### src/rtl/unidad_procesadora_pipe.sv
// Two-stage processing unit: register file, ALU and shifter behind a valid/ready input.
// Define UP_FORWARD_EN to bypass read-after-write hazards instead of stalling for one cycle.
module unidad_procesadora_pipe #(
  parameter int W = 8,
  parameter int R = 8,
  localparam int AW = $clog2(R),
  localparam int CW = 3*AW+7
) (
  input  logic          clk,
  input  logic          reset,
  input  logic [CW-1:0] ctrl_word,
  input  logic [W-1:0]  data_in,
  input  logic          in_valid,
  output logic          in_ready,
  output logic [W-1:0]  data_out,
  output logic          out_valid,
  output logic [3:0]    state_bits
);

  // Handshake: a word transfers on a rising edge where in_valid && in_ready;
  // in_ready may look at ctrl_word, in_valid must never look at in_ready.

  logic [AW-1:0] in_a, in_b, in_d;
  logic [3:0]    in_alu;
  logic [2:0]    in_sh;

  assign in_a   = ctrl_word[CW-1 -: AW];
  assign in_b   = ctrl_word[CW-1-AW -: AW];
  assign in_d   = ctrl_word[CW-1-2*AW -: AW];
  assign in_alu = ctrl_word[6:3];
  assign in_sh  = ctrl_word[2:0];

  // Entry 0 is never written; address 0 selects data_in instead.
  logic [W-1:0] regs [R];

  logic          s1_valid;
  logic [AW-1:0] s1_d;
  logic [3:0]    s1_alu;
  logic [2:0]    s1_sh;
  logic [W-1:0]  s1_opa, s1_opb;

  logic          hazard_a, hazard_b;
  logic          accept;
  logic [W-1:0]  opa_next, opb_next;

  logic [W-1:0]  y;
  logic [W:0]    sum;
  logic [W-1:0]  alu_res;
  logic [W-1:0]  sh_res;
  logic          arith;
  logic          flag_v, flag_n, flag_z, flag_c;

  assign hazard_a = s1_valid && (s1_d != '0) && (in_a != '0) && (in_a == s1_d);
  assign hazard_b = s1_valid && (s1_d != '0) && (in_b != '0) && (in_b == s1_d);

`ifdef UP_FORWARD_EN
  assign in_ready = !reset;

  always_comb begin
    opa_next = data_in;
    opb_next = data_in;
    if (hazard_a)         opa_next = sh_res;
    else if (in_a != '0)  opa_next = regs[in_a];
    if (hazard_b)         opb_next = sh_res;
    else if (in_b != '0)  opb_next = regs[in_b];
  end
`else
  // A dependent word waits one cycle so it reads the freshly written register.
  assign in_ready = !reset && !(hazard_a || hazard_b);

  always_comb begin
    opa_next = data_in;
    opb_next = data_in;
    if (in_a != '0) opa_next = regs[in_a];
    if (in_b != '0) opb_next = regs[in_b];
  end
`endif

  assign accept = in_valid && in_ready;

  always_ff @(posedge clk or posedge reset) begin
    if (reset) begin
      s1_valid <= 1'b0;
      s1_d     <= '0;
      s1_alu   <= '0;
      s1_sh    <= '0;
      s1_opa   <= '0;
      s1_opb   <= '0;
    end else begin
      s1_valid <= accept;
      if (accept) begin
        s1_d   <= in_d;
        s1_alu <= in_alu;
        s1_sh  <= in_sh;
        s1_opa <= opa_next;
        s1_opb <= opb_next;
      end
    end
  end

  always_comb begin
    unique case (s1_alu[2:1])
      2'b00:   y = '0;
      2'b01:   y = s1_opb;
      2'b10:   y = ~s1_opb;
      default: y = '1;
    endcase
    arith = !s1_alu[3];
    sum   = {1'b0, s1_opa} + {1'b0, y} + {{W{1'b0}}, s1_alu[0]};
    if (arith) begin
      alu_res = sum[W-1:0];
    end else begin
      unique case (s1_alu[2:1])
        2'b00:   alu_res = s1_opa & s1_opb;
        2'b01:   alu_res = s1_opa | s1_opb;
        2'b10:   alu_res = s1_opa ^ s1_opb;
        default: alu_res = ~s1_opa;
      endcase
    end
  end

  // Flags describe the ALU result, not the shifted value.
  assign flag_n = alu_res[W-1];
  assign flag_z = (alu_res == '0);
  assign flag_c = arith && sum[W];
  assign flag_v = arith && (s1_opa[W-1] == y[W-1]) && (sum[W-1] != s1_opa[W-1]);

  always_comb begin
    unique case (s1_sh)
      3'b001:  sh_res = {alu_res[W-2:0], 1'b0};
      3'b010:  sh_res = {1'b0, alu_res[W-1:1]};
      3'b011:  sh_res = '0;
      3'b101:  sh_res = {alu_res[W-2:0], alu_res[W-1]};
      3'b110:  sh_res = {alu_res[0], alu_res[W-1:1]};
      default: sh_res = alu_res;
    endcase
  end

  always_ff @(posedge clk or posedge reset) begin
    if (reset) begin
      for (int i = 0; i < R; i++) regs[i] <= '0;
    end else if (s1_valid && (s1_d != '0)) begin
      regs[s1_d] <= sh_res;
    end
  end

  always_ff @(posedge clk or posedge reset) begin
    if (reset) begin
      data_out   <= '0;
      state_bits <= '0;
      out_valid  <= 1'b0;
    end else begin
      out_valid <= s1_valid;
      if (s1_valid) begin
        data_out   <= sh_res;
        state_bits <= {flag_v, flag_n, flag_z, flag_c};
      end
    end
  end

endmodule

### config.mk
export PLATFORM = sky130hd
export DESIGN_NAME = unidad_procesadora_pipe
export DESIGN_NICKNAME = d
export VERILOG_FILES = /design/src/rtl/unidad_procesadora_pipe.sv
export SDC_FILE = /design/constraint.sdc
export NUM_CORES = 1
export LEC_CHECK = 0
export BUFFER_PORTS_ARGS = -buffer_cell sky130_fd_sc_hd__buf_4
export CORE_ASPECT_RATIO = 0.8
export CORE_MARGIN = 1
export CORE_UTILIZATION = 35
export CTS_BUF_LIST = sky130_fd_sc_hd__clkbuf_2 sky130_fd_sc_hd__clkbuf_4 sky130_fd_sc_hd__clkbuf_8
export DETAILED_ROUTE_END_ITERATION = 8
export GPL_TIMING_DRIVEN = 0
export PLACE_DENSITY = 0.56
export SYNTH_ARGS = -nofsm -noshare
export SYNTH_HDL_FRONTEND = slang
export SYNTH_SLANG_ARGS = --single-unit
### constraint.sdc
create_clock -name clk -period 4.3 [get_ports clk]
set_input_delay 1.29 -clock clk [delete_from_list [all_inputs] [get_ports clk]]
set_output_delay 1.29 -clock clk [all_outputs]
set_load 0.05 [all_outputs]
# After elaboration in Yosys (flattened, before gate mapping)
# Index checks and enable logic that the tools add are counted.
# totals
regBits	104
input_bits	27
output_inout_bits	14
wordCells	77
# op_classes
addsub	2
magnitude_cmp	4
n_eq_ne	11
mux	15
n_bitwise	8
reduce_logical	20
# ops
operator	n
$bwmux 64	1
$mux 8	8
$bmux 8 s3	2
$pmux 8 s3	2
$pmux 8 s5	1
$demux 8 s3	1
$not 8->8	2
$ge 4x4->1 const B	3
$not 3->4	3
$logic_and 1x1->1	11
$add 8x8->9	1
$add 9x1->9	1
$reduce_bool 3->1	3
$and 8x8->8	1
$logic_not 8->1	1
$or 8x8->8	1
$xor 8x8->8	1
$eq 3x2->1 const B	2
$eq 3x3->1	2
$eq 3x3->1 const B	2
$lt 4x1->1 const B	1
$eq 3x1->1 const B	1
$logic_not 1->1	3
$eq 2x1->1 const B	1
other kinds (5)	5

# Longest topological paths before layout
# logic_depth
word_depth	8
depth_mapped	13
mapped_depth_nobuf	10

# Least setup slack after synthesis
# Ideal clock, no wire load.
# synth_path
path_type	input -> output
from	input ctrl_word[14]
to	output in_ready
arrival_ns	2.295
t_required_ns	3.010
setup_slack_ns	0.715
cell_stages	5
n_path_buf	1
cell_sequence	buf_4 xnor2_1 o211a_1 a22o_1 a21oi_4
# synth_between
elab_chain_len	6
elab_cells_between_ends	7
classes_between	eq/ne: 1; reduce/logical: 6
# synth_rtl
element	line	text
from (decl)	11	input logic [CW-1:0] ctrl_word,
$reduce_bool 3->1	53	assign hazard_a = s1_valid && (s1_d != '0) && (in_a != '0) && (in_a == s1_d);
$logic_and 1x1->1	53	
$logic_and 1x1->1 (*)	53	
$logic_or 1x1->1 (*)	69	assign in_ready = !reset && !(hazard_a || hazard_b);
$logic_not 1->1 (*)	69	
$logic_and 1x1->1 (*)	69	
to (decl)	14	output logic in_ready,
# Mark *: on every way between the ends. The rest lies on a longest branch, timed or not.

# Final worst setup path
# layout_path
from	input ctrl_word[12]
to	output in_ready
# layout_between
elab_chain_len	6
elab_cells_between_ends	7
classes_between	eq/ne: 1; reduce/logical: 6
# layout_rtl
element	line	text
$reduce_bool 3->1	54	assign hazard_b = s1_valid && (s1_d != '0) && (in_b != '0) && (in_b == s1_d);
$logic_and 1x1->1	54	
$logic_and 1x1->1 (*)	54	
$logic_or 1x1->1 (*)	69	
$logic_not 1->1 (*)	69	
$logic_and 1x1->1 (*)	69	
# Marked as above.

==> impl_metrics.py <==
metrics = {
    "run_status": {
        "status": "finished clean",
    },
    "logic_synthesis": {
        "largest_family_of_logic_cells_by_synthesized_area": "multiplexers",
        "distinct_cells_synth": 65,
        "syn-num-nets": 578,
        "post_synth_inst_count": 526,
        "synth_enable_flop_cells": 0,
        "async_flop_share": 1.00,
        "synthSimpleGateAreaFrac": 0.0933,
        "synth-seq-cells": 96,
        "synth-main-ff-cell": "sky130_fd_sc_hd__dfrtp_1",
        "proportion_of_synthesized_chip_area_in_sequential_cells": 0.405,
        "synthesis.yosys.warnings": 0,
        "post_synth.cell_area_avg_sq_um": 11.3,
        "yosys-mux-area-fraction": 0.252,
        "synth_area_sq_um": 5930,
        "synth-compound-area-share": 0.138,
        "post_synth_xor_area_fraction": 0.00886,
        "synth_fa_ha_area_frac": 0.0553,
    },
    "clocking": {
        "clock_tree.root_cell": "sky130_fd_sc_hd__clkbuf_8",
        "resize_count_post_cts": 0,
        "clkSlewWorstSetupHoldPaths_ns": 0.10,
        "cts_inserted_buffers": 9,
        "clock_sinks": 96,
        "tritoncts": "built",
        "number_of_buffers_inserted_for_hold_repair_after_clock_tree_synthesis": 0,
        "cts.repair_timing.setup_buffer_count": 0,
        "clock_insertion_delay_worst_skew_ns": 0.39,
        "cts_htree_levels": 3,
        "clk_path_buf_depth": 2,
    },
    "floorplanning": {
        "die-area_sq_um": 17500,
        "die_height_um": 118,
        "initial_utilization": 0.358,
        "placeableCoreArea_sq_um": 16600,
        "placement_row_count": 42,
        "die_w_um": 148,
        "io_pins": 41,
    },
    "setup_path": {
        "cp.arrival_ns": 2.42,
        "critical_path_peak_fanout": 9,
        "path_class": "in -> out",
        "crit_required_ns": 3.01,
        "timing.critical_path.to_type": "output pin",
        "setup.worst_path.start_class": "input pin",
    },
    "route": {
        "wire_per_inst_um": 19.5,
        "route.vias.total": 4381,
        "initialDrtViolationCount": 293,
        "drt_first_pass_iters": 5,
        "antenna_violating_nets_post_route": 0,
        "via_per_inst": 5.50,
        "post-route-drc-count": 0,
        "totalWireLength_um": 15600,
    },
    "placed_design": {
        "numPortBuffers": 34,
        "dpl.cell_count": 781,
        "detailed_place.area_sq_um": 6490,
        "gpl.final_weighted_congestion": 0.923,
        "detailed_place_hpwl_um": 11500,
    },
    "sta": {
        "timing.final.crit_share": 0.864,
        "tmin_final_ns": 3.71,
        "report.final.slew_viol_count": 0,
        "rsz0062_at_grt": "false",
        "worst_slew_margin_rel": 0.418,
        "setup-violations-final": 0,
        "clock_skew_ns": 0.0154,
        "timing.fmax_mhz": 269,
        "worst_pin_slew_ns": 0.872,
        "final.hold.worst_slack_ns": 0.390,
        "finalHoldViolCount": 0,
    },
    "final_layout": {
        "n_antenna_cell": 0,
        "post-route-util": 0.405,
        "syn2layout_area_growth_pct": 13.1,
        "final_cells": 797,
        "finish.instance_area_sq_um": 6710,
        "final_layout_size_suffix_gt1_frac": 0.256,
        "final_layout_fill_cell_count": 1601,
        "design.final.nets": 624,
    },
    "hold_path": {
        "timing.hold.worst.class": "reg -> reg",
    },
    "power_and_ir_drop": {
        "irDropWorstVdd_mv": 0.303,
        "total_switching_power_mw": 2.07,
        "static-leakage-power_nw": 3.04,
        "p_total_mw": 4.74,
        "share_clk_of_total_power": 0.139,
        "power_switching_share": 0.437,
        "pwr-share-comb": 0.523,
        "seqPwrFrac": 0.338,
        "power.internal_mw": 2.67,
        "powerDensity_nw_per_um2": 707,
    },
    "global_routing": {
        "grt_start_max_net_pins": 62,
        "first_global_vias": 4446,
        "grt_antenna_before_repair": 0,
        "globalRouteTotalUtil": 0.196,
        "first_pass_grt_wire_length_um": 25500,
        "grt_remaining_overflow": 0,
    },
    "flow_run": {
        "drv_cap": 0,
    },
}
## critical path, cell delays in order
cell and delay (ns):
sky130_fd_sc_hd__buf_4 0.22, sky130_fd_sc_hd__xor2_1 0.18, sky130_fd_sc_hd__nor2_1 0.05, sky130_fd_sc_hd__a22o_1 0.24, sky130_fd_sc_hd__a21oi_4 0.21, sky130_fd_sc_hd__buf_4 0.23
## power groups by stage
stage / combinational, mW / sequential, mW / clock, mW
floorplan: 1.70 / 1.70 / 0
global placement: 2.40 / 1.59 / 0
detailed placement: 2.47 / 1.62 / 0
CTS: 2.48 / 1.60 / 0.682
global route: 2.74 / 1.66 / 0.718
finish: 2.48 / 1.60 / 0.658
## final timing paths
check / start / to / slack, ns / cells past startpoint
max in group asynchronous: reset / s1_opb[1] / 2.68 / 3
max: ctrl_word[12] / in_ready / 0.59 / 6
min reg2reg: s1_valid / out_valid / 0.39 / 0
max reg2reg: s1_alu[2] / regs[46] / 0.83 / 12
min: s1_valid / out_valid / 0.39 / 0
min in group asynchronous: reset / regs[34] / 0.94 / 2
## cells in the mapped netlist (all sizes together), types with 3 or more instances
| library cell | number | share of area |
|---|---|---|
| nand2 | 52 | 0.034 |
| or2 | 3 | 0.0032 |
| clkbuf | 6 | 0.0038 |
| mux2i | 42 | 0.071 |
| nand2b | 4 | 0.0042 |
| nand3 | 6 | 0.0059 |
| buf | 20 | 0.022 |
| a22o | 5 | 0.0074 |
| ha | 23 | 0.049 |
| mux2 | 23 | 0.047 |
| mux4 | 35 | 0.13 |
| a21o | 3 | 0.0040 |
| a211oi | 4 | 0.0051 |
| dfrtp | 96 | 0.41 |
| xnor2 | 4 | 0.0059 |
| nor2b | 6 | 0.0063 |
| o21ai | 43 | 0.036 |
| nor2 | 43 | 0.028 |
| a31oi | 9 | 0.012 |
| inv | 34 | 0.022 |
| o22ai | 5 | 0.0063 |
| a21oi | 26 | 0.027 |
## registers in the layout, summed over array words and instances (netlist names), 3 cells and up
name        cells
s1_sh           3
regs           56
data_out        8
state_bits      4
s1_alu          4
s1_opb          8
s1_d            3
s1_opa          8
## area by class of cell
cell class | instances | area, sq um | area share
Buffer | 26 | 151 | 0.0226
Clock buffer | 12 | 159 | 0.0237
Clock inverter | 4 | 58.8 | 0.00877
Inverter | 34 | 130 | 0.0194
Multi-Input combinational cell | 370 | 3250 | 0.484
Sequential cell | 96 | 2400 | 0.358
Tap cell | 220 | 275 | 0.0410
Timing Repair Buffer | 35 | 283 | 0.0422
## cell usage in the layout, fill, tap and decap left out, types with 5 or more instances in the layout
| master | Yosys | layout |
|---|---|---|
| sky130_fd_sc_hd__dfrtp_1 | 96 | 96 |
| sky130_fd_sc_hd__nand2_1 | 51 | 51 |
| sky130_fd_sc_hd__buf_4 | 8 | 42 |
| sky130_fd_sc_hd__nor2_1 | 42 | 42 |
| sky130_fd_sc_hd__mux2i_1 | 42 | 42 |
| sky130_fd_sc_hd__mux4_2 | 33 | 33 |
| sky130_fd_sc_hd__inv_1 | 33 | 32 |
| sky130_fd_sc_hd__ha_1 | 23 | 23 |
| sky130_fd_sc_hd__a21oi_1 | 22 | 22 |
| sky130_fd_sc_hd__o21ai_1 | 22 | 22 |
| sky130_fd_sc_hd__o21ai_0 | 21 | 21 |
| sky130_fd_sc_hd__mux2_2 | 18 | 18 |
| sky130_fd_sc_hd__clkbuf_8 | 0 | 11 |
| sky130_fd_sc_hd__a31oi_1 | 8 | 8 |
| sky130_fd_sc_hd__buf_2 | 7 | 7 |
| sky130_fd_sc_hd__clkbuf_1 | 6 | 6 |
| sky130_fd_sc_hd__nor2b_1 | 6 | 6 |
| sky130_fd_sc_hd__mux2_4 | 5 | 5 |
| sky130_fd_sc_hd__nand3_1 | 5 | 5 |
| sky130_fd_sc_hd__a22o_1 | 5 | 5 |
## per-layer routing
| metal | vias to the layer above | share of wire | GRT usage |
|---|---|---|---|
| met4 | 0 | 0.023 | 0.0767 |
| met3 | 28 | 0.066 | 0.0479 |
| met1 | 2192 | 0.47 | 0.274 |
| met2 | 141 | 0.45 | 0.291 |
| li1 | 2020 | - | - |
| met5 | - | 0 | 0 |
## stage by stage
step / TNS, ns / worst slack, ns
floorplan: 0 / 0.505
detailed placement: 0 / 0.580
global route: 0 / 0.447
CTS: 0 / 0.577
global placement: -68.36 / -0.720
finish: 0 / 0.586
## cell families after synthesis
logic type	after synthesis
adders and majority gates	25
and+or+nand+nor	123
xor gates and xnor gates	6
DFF	96
AOI/OAI and AO/OA	116
buffers and inverters	60
muxes	100
No activity file was read; power rests on OpenSTA's default activity.
